===== config.mk =====
export PLATFORM = sky130hd
export DESIGN_NAME = legv8_instr_encoder
export DESIGN_NICKNAME = d
export VERILOG_FILES = /design/src/rtl/legv8_instr_encoder.sv
export SDC_FILE = /design/constraint.sdc
export NUM_CORES = 1
export LEC_CHECK = 0
export BUFFER_PORTS_ARGS = -buffer_cell sky130_fd_sc_hd__buf_2
export CORE_AREA = 4 4 71 73
export CTS_CLUSTER_SIZE = 16
export DETAILED_ROUTE_END_ITERATION = 6
export DIE_AREA = 0 0 75 77
export PLACE_DENSITY = 0.79
export SLEW_MARGIN = 20
export SYNTH_ARGS = -nofsm -noshare
export SYNTH_HDL_FRONTEND = slang
export SYNTH_SLANG_ARGS = --single-unit

===== constraint.sdc =====
create_clock -name clk -period 3.3 [get_ports clk]
set_input_delay 0.33 -clock clk [delete_from_list [all_inputs] [get_ports clk]]
set_output_delay 0.33 -clock clk [all_outputs]
set_load 0.02 [all_outputs]

===== src/rtl/legv8_instr_encoder.sv =====
// LEGv8 instruction encoder: packs symbolic ops into 32-bit words
// and tags each one with a sequential imem word address.
module legv8_instr_encoder #(
  parameter  int IMEM_DEPTH = 64,
  localparam int AW = $clog2(IMEM_DEPTH)
) (
  input  logic          clk,
  input  logic          reset,
  input  logic          clear,
  input  logic          in_valid,
  output logic          in_ready,
  input  logic [2:0]    in_op,
  input  logic [4:0]    in_rd,
  input  logic [4:0]    in_rn,
  input  logic [4:0]    in_rm,
  input  logic [18:0]   in_imm,
  output logic          out_valid,
  input  logic          out_ready,
  output logic [31:0]   out_instr,
  output logic [AW-1:0] out_addr,
  output logic          full,
  output logic          err
);

  localparam int WW = AW + 1;
  localparam logic [WW-1:0] DEPTH_W = WW'(IMEM_DEPTH);

  logic [WW-1:0] r_wptr;
  logic          r_full;
  logic          r_err;
  logic          r_out_valid;
  logic [31:0]   r_out_instr;
  logic [AW-1:0] r_out_addr;

  logic          w_acc;
  logic          w_rsv;
  logic [WW-1:0] w_wptr_nx;
  logic [31:0]   w_word;

  assign in_ready  = reset & ~clear & ~r_full
                   & (~r_out_valid | out_ready);
  assign w_acc     = in_valid & in_ready;
  assign w_rsv     = (in_op == 3'd7);
  assign w_wptr_nx = r_wptr + 1'b1;

  always_comb begin
    w_word = '0;
    case (in_op)
      3'd0: w_word = {11'b11111000010, in_imm[8:0],
                      2'b00, in_rn, in_rd};
      3'd1: w_word = {11'b11111000000, in_imm[8:0],
                      2'b00, in_rn, in_rd};
      3'd2: w_word = {8'b10110100, in_imm, in_rd};
      3'd3: w_word = {11'b10001011000, in_rm,
                      6'b000000, in_rn, in_rd};
      3'd4: w_word = {11'b11001011000, in_rm,
                      6'b000000, in_rn, in_rd};
      3'd5: w_word = {11'b10001010000, in_rm,
                      6'b000000, in_rn, in_rd};
      3'd6: w_word = {11'b10101010000, in_rm,
                      6'b000000, in_rn, in_rd};
      default: w_word = '0;
    endcase
  end

  // clear never coincides with an accept, since it forces in_ready low
  always_ff @(posedge clk) begin
    if (!reset) begin
      r_wptr      <= '0;
      r_full      <= 1'b0;
      r_err       <= 1'b0;
      r_out_valid <= 1'b0;
      r_out_instr <= '0;
      r_out_addr  <= '0;
    end else begin
      if (clear) begin
        r_wptr <= '0;
        r_full <= 1'b0;
        r_err  <= 1'b0;
      end
      if (w_acc && !w_rsv) begin
        r_out_instr <= w_word;
        r_out_addr  <= r_wptr[AW-1:0];
        r_out_valid <= 1'b1;
        r_wptr      <= w_wptr_nx;
        r_full      <= (w_wptr_nx == DEPTH_W);
      end else begin
        if (w_acc) r_err <= 1'b1;
        if (r_out_valid && out_ready) r_out_valid <= 1'b0;
      end
    end
  end

  assign out_valid = r_out_valid;
  assign out_instr = r_out_instr;
  assign out_addr  = r_out_addr;
  assign full      = r_full;
  assign err       = r_err;

endmodule

Yosys cells after proc, flatten, opt, wreduce, memory -nomap -nowiden
Cells that the tools add are included.

storage, ports and cells
  word-level logic and storage cells = 39
  register bits after elaboration = 48

operators by class
  bitwise gates (word level) = 8
  equal/unequal tests = 8
  reductions and logical operators = 6
  $add $sub $neg = 1
  muxes and demuxes = 10

operator list
  operator                                                         number
  32-bit one-hot mux with 7 select lines                           1
  7-bit two-way mux                                                2
  3-bit == test, second input constant                             4
  7-bit by 1-bit adder with 7-bit output, second input constant    1
  7-bit == test, second input constant                             1
  1-bit two-way mux                                                7
  3-bit by 2-bit == test with 1-bit output, second input constant  2
  1-bit bitwise AND                                                4
  2-bit nonzero test                                               2
  3-bit by 1-bit == test with 1-bit output, second input constant  1
  3-bit zero test                                                  1
  1-bit NOT                                                        3
  1-bit logical AND                                                2
  1-bit zero test                                                  1
  1-bit OR                                                         1

Longest topological paths before layout
Gate-level depths: netlist (run 1).

  word-level depth = 7
  mapped depth = 7
  depth with buffers taken out = 5

Worst setup path before layout (run 1)
No wires, ideal clock.

  path kind = reg-to-reg
  from = register r_full (netlist: full)
  to = register r_out_instr[5] (netlist: out_instr[5])
  stages on the path, launching flop included = 5
  library setup time = 0.122 ns
  clock period less this slack = 1.471 ns
  path slack = 1.829 ns
  arrival = 1.349 ns
  cells stage by stage = dfxtp_1 > nor2b_1 > nand4_2 > and2_1 > a221o_1

between the ends
  cells in the longest elaborated chain, start to end = 5

ends and longest elaborated chain
  element                 line  text
  from (decl)             29    logic r_full;
  from (signal assigned)  86    r_full <= (w_wptr_nx == DEPTH_W);
  1-bit NOT               40    assign in_ready = reset & ~clear & ~r_full
  1-bit bitwise AND       40
  1-bit bitwise AND       41    & (~r_out_valid | out_ready);
  1-bit bitwise AND       42    assign w_acc = in_valid & in_ready;
  1-bit logical AND       81    if (w_acc && !w_rsv) begin
  to (signal assigned)    82    r_out_instr <= w_word;
  to (decl)               32    logic [31:0] r_out_instr;

No other way between the ends.
A chain may end at the register's enable or synchronous reset.

Final worst setup path (run 1)
  from = register r_full (netlist: full)
  to = register r_out_instr[6] (netlist: out_instr[6])

The elaborated chain is that of the path after synthesis.

==> run summary, run 1 <==
SYNTH
---------------------------------------------------------------------------------
Number of synthesized flops with an enable pin .....................            0
Post-Synthesis Mean Instance Area ..................................   8.92 sq um
Most used DFF post-synth ........................................... sky130_fd_sc_hd__dfxtp_1
Leading cell types by count after synthesis ........................ sky130_fd_sc_hd__dfxtp_1, sky130_fd_sc_hd__nand2_1, sky130_fd_sc_hd__a21boi_0, sky130_fd_sc_hd__o21ai_0, sky130_fd_sc_hd__inv_1
Number of cells produced by synthesis ..............................          248
Top-count cell post-synth .......................................... sky130_fd_sc_hd__dfxtp_1
Syn Std Cell Area .................................................. 0.00221 sq mm
Top cell type by total area after synthesis ........................ sky130_fd_sc_hd__dfxtp_1
Net Count, Synth ...................................................          292
Share of the yosys chip area belonging to registers ................        0.434
Distinct cells, synth ..............................................           44
Most area-consuming cells after synthesis .......................... sky130_fd_sc_hd__dfxtp_1, sky130_fd_sc_hd__a21boi_0, sky130_fd_sc_hd__nand2_1, sky130_fd_sc_hd__o21ai_0, sky130_fd_sc_hd__a221o_1
Async set or reset register ratio after synthesis ..................            0
Share of Yosys cell area claimed by the top area cell type .........        0.434
Synth Register Bits ................................................           48
Count of warnings emitted by yosys .................................            0

GRT
---------------------------------------------------------------------------------
Total congestion overflow after global routing .....................            0
Vias in the first global route .....................................         1971
GRT Util Overall ...................................................        0.200
Global-route wire length before repair .............................      9140 um
Number of antenna violations at the first check in global routing ..            0
Pin count of the biggest net entering global routing ...............           47

CLOCK NETWORK
---------------------------------------------------------------------------------
Number of sinks on the clock net ...................................           48
TritonCTS Buffers ..................................................            5
Number of cells upsized or downsized after cts .....................            0
Clk Latency, worst-skew pair .......................................       290 ps
Max Buffers Root-to-Sink ...........................................            2
Htree depth ........................................................            2
Clock tree root driver cell ........................................ sky130_fd_sc_hd__clkbuf_8
Post-CTS setup buffer count ........................................            0
Post-CTS Hold Fix Bufs .............................................            0
TritonCTS clock tree ...............................................        built
Register clock-pin slew on the reported worst setup and hold paths .        80 ps

FINISH
---------------------------------------------------------------------------------
# fillers ..........................................................          381
Post-route core utilization ........................................        0.626
Total area of sequential cells .....................................    961 sq um
Final Non-Filler Cells .............................................          378
Antenna Cells ......................................................            0
Nets@finish ........................................................          369
Layout cell share with drive strength beyond 1 .....................        0.307
Layout area overhead ...............................................        23.1%
Combined area of the multi-input logic cells ....................... 0.00113 sq mm
Final design instance area without fill ............................ 0.00272 sq mm

STA
---------------------------------------------------------------------------------
Worst slew margin relative to its limit ............................        0.611
Setup violators final ..............................................            0
Final critical path time including I/O delays and setup ............      1840 ps
Clock tree skew after final layout .................................      2.02 ps
Post-route clock period utilization ................................        0.559
Actual slew at the worst max-slew pin ..............................       577 ps
Final-report hold violation count ..................................            0
Unrepaired setup endpoints after global routing ....................           no
Final Max Slew Viols ...............................................            0
Final-layout setup total negative slack ............................         0 ps
Post-Route Hold Slack ..............................................       242 ps
Highest clock rate .................................................    0.542 GHz

ROUTING
---------------------------------------------------------------------------------
Post-route antenna net violation count .............................            0
Length of the first detailed-routing pass in iterations ............            4
Wire length per cell ...............................................      15.0 um
Total routed wirelength ............................................      5680 um
Detailed-route vias per instance ...................................         5.51
DRC violation total after the first TritonRoute iteration ..........          158
DRC Markers ........................................................            0
Number of vias in the routed layout ................................         2082

CRITICAL PATH
---------------------------------------------------------------------------------
Crit-path slowest cell ............................................. sky130_fd_sc_hd__nand4_2
Critical path data required time ...................................      3480 ps
Startpoint kind of the worst setup timing path .....................     register
Worst Path Arrival .................................................      2030 ps
Critical-path maximum fanout .......................................           15
Cell family with the largest share of critical-path delay .......... simple AND/OR/NAND/NOR gates
Buffering stage count on the worst path with inverters included ....            0
Critical Path End Type .............................................     register
Cell breakdown of the critical path ................................ nor2b_1 > nand4_2 > and2_1 > a221o_1
Type of the worst setup path .......................................   reg -> reg
Delay of the slowest cell on the worst path ........................       430 ps

POWER AND IR DROP
---------------------------------------------------------------------------------
Static Leak ........................................................      1.18 nW
Worst IR Drop VDD ..................................................   0.000222 V
Power per cell area ................................................  401 mW/mm^2

PLACEMENT
---------------------------------------------------------------------------------
Cell area after placement .......................................... 0.00263 sq mm
Number of placed cells counting well taps ..........................          370
PortBufs ...........................................................           83
Gp weighted congestion .............................................        0.839
Final HPWL from detailed placement .................................      4160 um

MIN PATH
---------------------------------------------------------------------------------
Worst min-delay path category ......................................    in -> reg

FLOORPLANNING
---------------------------------------------------------------------------------
Initial cell density of the core ...................................        0.508
Die Area ........................................................... 0.00578 sq mm
I/O Pins ...........................................................           84
Number of rows in the core area ....................................           24
Die outline height .................................................        77 um
Die X ..............................................................        75 um
Total core area .................................................... 0.00435 sq mm

STATUS
---------------------------------------------------------------------------------
Run status ......................................................... finished clean

FLOW RUN
---------------------------------------------------------------------------------
# Max-Cap Violations ...............................................            0

[worst reg2reg max path, delay by kind of cell (launching register included)]
family / cells / cell delay, ps
AND/OR/NAND/NOR: 3 / 1080
flip-flops: 1 / 350
AO/OA/AOI/OAI: 1 / 300
[cell usage in the layout, fill, tap and decap left out, types with 2 or more instances in the layout]
cell type	count
sky130_fd_sc_hd__nand2b_1	5
sky130_fd_sc_hd__a22oi_1	4
sky130_fd_sc_hd__a221o_1	5
sky130_fd_sc_hd__ha_1	2
sky130_fd_sc_hd__nor3_1	9
sky130_fd_sc_hd__nand3_1	7
sky130_fd_sc_hd__nand3_2	2
sky130_fd_sc_hd__nand2_1	37
sky130_fd_sc_hd__o211ai_1	6
sky130_fd_sc_hd__a32o_1	4
sky130_fd_sc_hd__o22a_1	5
sky130_fd_sc_hd__buf_2	83
sky130_fd_sc_hd__clkbuf_1	2
sky130_fd_sc_hd__dfxtp_1	48
sky130_fd_sc_hd__buf_4	3
sky130_fd_sc_hd__o21a_1	2
sky130_fd_sc_hd__o21ai_0	13
sky130_fd_sc_hd__maj3_1	5
sky130_fd_sc_hd__and2_1	2
sky130_fd_sc_hd__a21boi_0	24
sky130_fd_sc_hd__a21oi_1	4
sky130_fd_sc_hd__o22ai_1	2
sky130_fd_sc_hd__nor2_1	7
sky130_fd_sc_hd__clkbuf_8	6
sky130_fd_sc_hd__a32oi_1	4
sky130_fd_sc_hd__nor2b_1	7
sky130_fd_sc_hd__or3_1	2
sky130_fd_sc_hd__inv_1	10
[registers in the layout, summed over array words and instances, names as in the netlist]
name / cells
err: 1
out_valid: 1
out_instr: 32
out_addr: 6
full: 1
r_wptr: 7
[per-stage QoR]
stage	power (mW)	worst slack, ps
5_1_grt	1.14	1310
3_5_place_dp	0.755	1370
6_report	1.09	1460
4_1_cts	1.10	1460
3_3_place_gp	0.753	1380
2_1_floorplan	0.699	1830
[layer usage]
| metal | global-route usage | wire [um] | part of all wire |
|---|---|---|---|
| met5 | 0 | 0 | 0 |
| met2 | 0.317 | 2820 | 0.50 |
| met3 | 0.0444 | 328 | 0.058 |
| met4 | 0.0854 | 100 | 0.018 |
| met1 | 0.256 | 2420 | 0.43 |
[final timing paths]
kind | startpoint | end | slack (ps) | cells after the start
max reg2reg | full | out_instr[6] | 1460 | 4
min reg2reg | out_addr[0] | out_addr[0] | 460 | 2
max | full | out_instr[6] | 1460 | 4
min | in_imm[16] | out_instr[21] | 240 | 2
[cell type report]
class	instances	share of cell area
Inverter	10	0.0138
Timing Repair Buffer	86	0.161
Multi-Input combinational cell	174	0.416
Sequential cell	48	0.353
Clock buffer	8	0.0331
Tap cell	52	0.0239
[report_power, final]
| group | switching, mW | total [mW] | internal, mW |
|---|---|---|---|
| Clock | 0.180 | 0.351 | 0.171 |
| Sequential | 0.00795 | 0.600 | 0.592 |
| Combinational | 0.0853 | 0.142 | 0.0563 |
| Total | 0.273 | 1.09 | 0.819 |
[logic make-up after synthesis]
| family | share of synthesized area |
|---|---|
| buffers and inverters | 0.0543 |
| adder cells (fa/ha/maj) | 0.0339 |
| AO/OA/AOI/OAI | 0.261 |
| AND/OR/NAND/NOR | 0.213 |
| XOR/XNOR | 0.00396 |
| flip-flops | 0.434 |
Power figures use the tool's default switching activity.
==> run 2: changes to the inputs <==
Settings changed: CORE_AREA 4 4 71 73 to 4 4 76 78, DIE_AREA 0 0 75 77 to 0 0 80 82, PLACE_DENSITY 0.79 to 0.73.
Clock period 3.3 ns to 1.53 ns, I/O delays scaled along.
==> run summary, run 2 (synthesis gave the netlist of run 1 again) <==
ROUTING
---------------------------------------------------------------------------------
Detailed-route vias per instance ...................................         5.27   -4.4%
Total routed wirelength ............................................      6000 um   +5.7%
Number of vias in the routed layout ................................         2170   +4.2%
Wire length per cell ...............................................      14.6 um   -3.0%
Length of the first detailed-routing pass in iterations ............            4   unchanged
DRC Markers ........................................................            0   unchanged
DRC violation total after the first TritonRoute iteration ..........           97   -39%
Post-route antenna net violation count .............................            0   unchanged

CRITICAL PATH
---------------------------------------------------------------------------------
Crit-path slowest cell ............................................. sky130_fd_sc_hd__dfxtp_2
Cell family with the largest share of critical-path delay .......... compound AO/OA/AOI/OAI gates
Worst Path Arrival .................................................      1610 ps   -420 ps
Startpoint kind of the worst setup timing path .....................     register
Delay of the slowest cell on the worst path ........................       370 ps   -60 ps
Critical path data required time ...................................      1720 ps   -1760 ps
Critical Path End Type .............................................     register
Type of the worst setup path .......................................   reg -> reg
Buffering stage count on the worst path with inverters included ....            0   unchanged
Critical-path maximum fanout .......................................            4   -11
Worst-case register-to-register setup slack ........................       100 ps   -1350 ps
Cell breakdown of the critical path ................................ ha_2 > nand3_2 > nor3_2 > o21ai_0 > o31ai_1

STA
---------------------------------------------------------------------------------
Worst slew margin relative to its limit ............................        0.728   +0.117
Highest clock rate .................................................    0.702 GHz   +29%
Final-report hold violation count ..................................            0   unchanged
Final critical path time including I/O delays and setup ............      1430 ps   -418 ps
Post-Route Hold Slack ..............................................      72.3 ps   -170 ps
Final Max Slew Viols ...............................................            0   unchanged
Clock tree skew after final layout .................................      5.22 ps   +3.20 ps
Post-route clock period utilization ................................        0.932   +0.373
Final-layout setup total negative slack ............................         0 ps   unchanged
Actual slew at the worst max-slew pin ..............................       406 ps   -171 ps
Worst path setup slack after routing ...............................       105 ps   -1350 ps
Setup violators final ..............................................            0   unchanged

FLOORPLANNING
---------------------------------------------------------------------------------
Total core area .................................................... 0.00507 sq mm   +17%
Die X ..............................................................        80 um   +6.7%
Die Area ........................................................... 0.00656 sq mm   +14%
Initial cell density of the core ...................................        0.436   -0.0722
Die outline height .................................................        82 um   +6.5%
Number of rows in the core area ....................................           26   +8.3%
I/O Pins ...........................................................           84   unchanged

POWER AND IR DROP
---------------------------------------------------------------------------------
Clock power share ..................................................        0.308   -0.013
Worst IR Drop VDD ..................................................   0.000367 V   +65%
Total internal power ...............................................      1.73 mW   +110%
Final Power ........................................................      2.35 mW   +110%
Relative contribution of combinational cells to total power ........        0.142   +0.012
Sw power ...........................................................       618 uW   +130%
Switching power share of the total .................................        0.263   +0.0129
Static Leak ........................................................      1.26 nW   +7.0%
Power per cell area ................................................  816 mW/mm^2   +100%
Power share of the sequential group ................................        0.550   about the same

CLOCK NETWORK
---------------------------------------------------------------------------------
Clock tree root driver cell ........................................ sky130_fd_sc_hd__clkbuf_8
Number of cells upsized or downsized after cts .....................            0   unchanged
Clk Latency, worst-skew pair .......................................       300 ps   about the same
Htree depth ........................................................            2   unchanged
TritonCTS clock tree ...............................................        built
Max Buffers Root-to-Sink ...........................................            2   unchanged
Number of sinks on the clock net ...................................           48   unchanged
Post-CTS setup buffer count ........................................            0   unchanged
Post-CTS Hold Fix Bufs .............................................            0   unchanged
TritonCTS Buffers ..................................................            5   unchanged
Register clock-pin slew on the reported worst setup and hold paths .        90 ps   about the same

GRT
---------------------------------------------------------------------------------
Number of antenna violations at the first check in global routing ..            0   unchanged
GRT Util Overall ...................................................        0.179   -0.0212
Vias in the first global route .....................................         2012   +2.1%
Global-route wire length before repair .............................      9330 um   +2.1%
Total congestion overflow after global routing .....................            0   unchanged
Pin count of the biggest net entering global routing ...............           32   -32%

FINISH
---------------------------------------------------------------------------------
Final Non-Filler Cells .............................................          412   +9.0%
Nets@finish ........................................................          386   +4.6%
Number of flip-flops under the largest register name ...............           32   unchanged
Antenna Cells ......................................................            0   unchanged
Post-route core utilization ........................................        0.568   -0.0580
Layout cell share with drive strength beyond 1 .....................        0.363   +0.0558
Commonest cells after routing, fill and taps aside ................. sky130_fd_sc_hd__buf_2, sky130_fd_sc_hd__dfxtp_1, sky130_fd_sc_hd__nand2_1
Final design instance area without fill ............................ 0.00288 sq mm   +5.7%
Layout area overhead ...............................................        30.1%
Commonest non-fill, non-tap cell in the layout ..................... sky130_fd_sc_hd__buf_2

STATUS
---------------------------------------------------------------------------------
Run status ......................................................... finished clean

PLACEMENT
---------------------------------------------------------------------------------
PortBufs ...........................................................           83   unchanged
Gp weighted congestion .............................................        0.833   -0.66%
Cell area after placement .......................................... 0.00278 sq mm   +5.7%
Number of placed cells counting well taps ..........................          405   +9.5%
Final HPWL from detailed placement .................................      4470 um   +7.4%
Setup WS pre-CTS ...................................................      48.8 ps   -1320 ps

MIN PATH
---------------------------------------------------------------------------------
Worst min-delay path category ......................................    in -> reg

FLOW RUN
---------------------------------------------------------------------------------
# Max-Cap Violations ...............................................            0   unchanged

[run 2: metal layers]
layer  part of all wire  up-vias  global-route usage
li1                   -     1079                   -
met1               0.44     1034               0.228
met2               0.50       52               0.304
met3              0.051        5              0.0384
met4              0.011        0              0.0541
met5                  0        -                   0
[run 2: layout make-up]
class,instances,area [sq um]
Timing Repair Buffer,103,566
Tap cell,70,87.6
Sequential cell,48,965
Fill cell,514,2190
Clock buffer,6,72.6
Inverter,10,37.5
Multi-Input combinational cell,174,1150
Clock inverter,1,5.00
[run 2: path summary, 6_finish.rpt]
| path | startpoint | to | cells after the start |
|---|---|---|---|
| max | r_wptr[1] | full | 5 |
| min | in_imm[16] | out_instr[21] | 2 |
| max reg2reg | r_wptr[1] | full | 5 |
| min reg2reg | out_addr[5] | out_addr[5] | 2 |
[run 2: power by group through the flow]
stage                     Clock, mW  Combinational [mW]  Sequential (mW)
after floorplan                   0               0.153             1.35
after global placement            0               0.328             1.32
after detailed placement          0               0.332             1.32
after CTS                     0.742               0.334             1.29
after global routing          0.799               0.363             1.30
final                         0.723               0.333             1.29
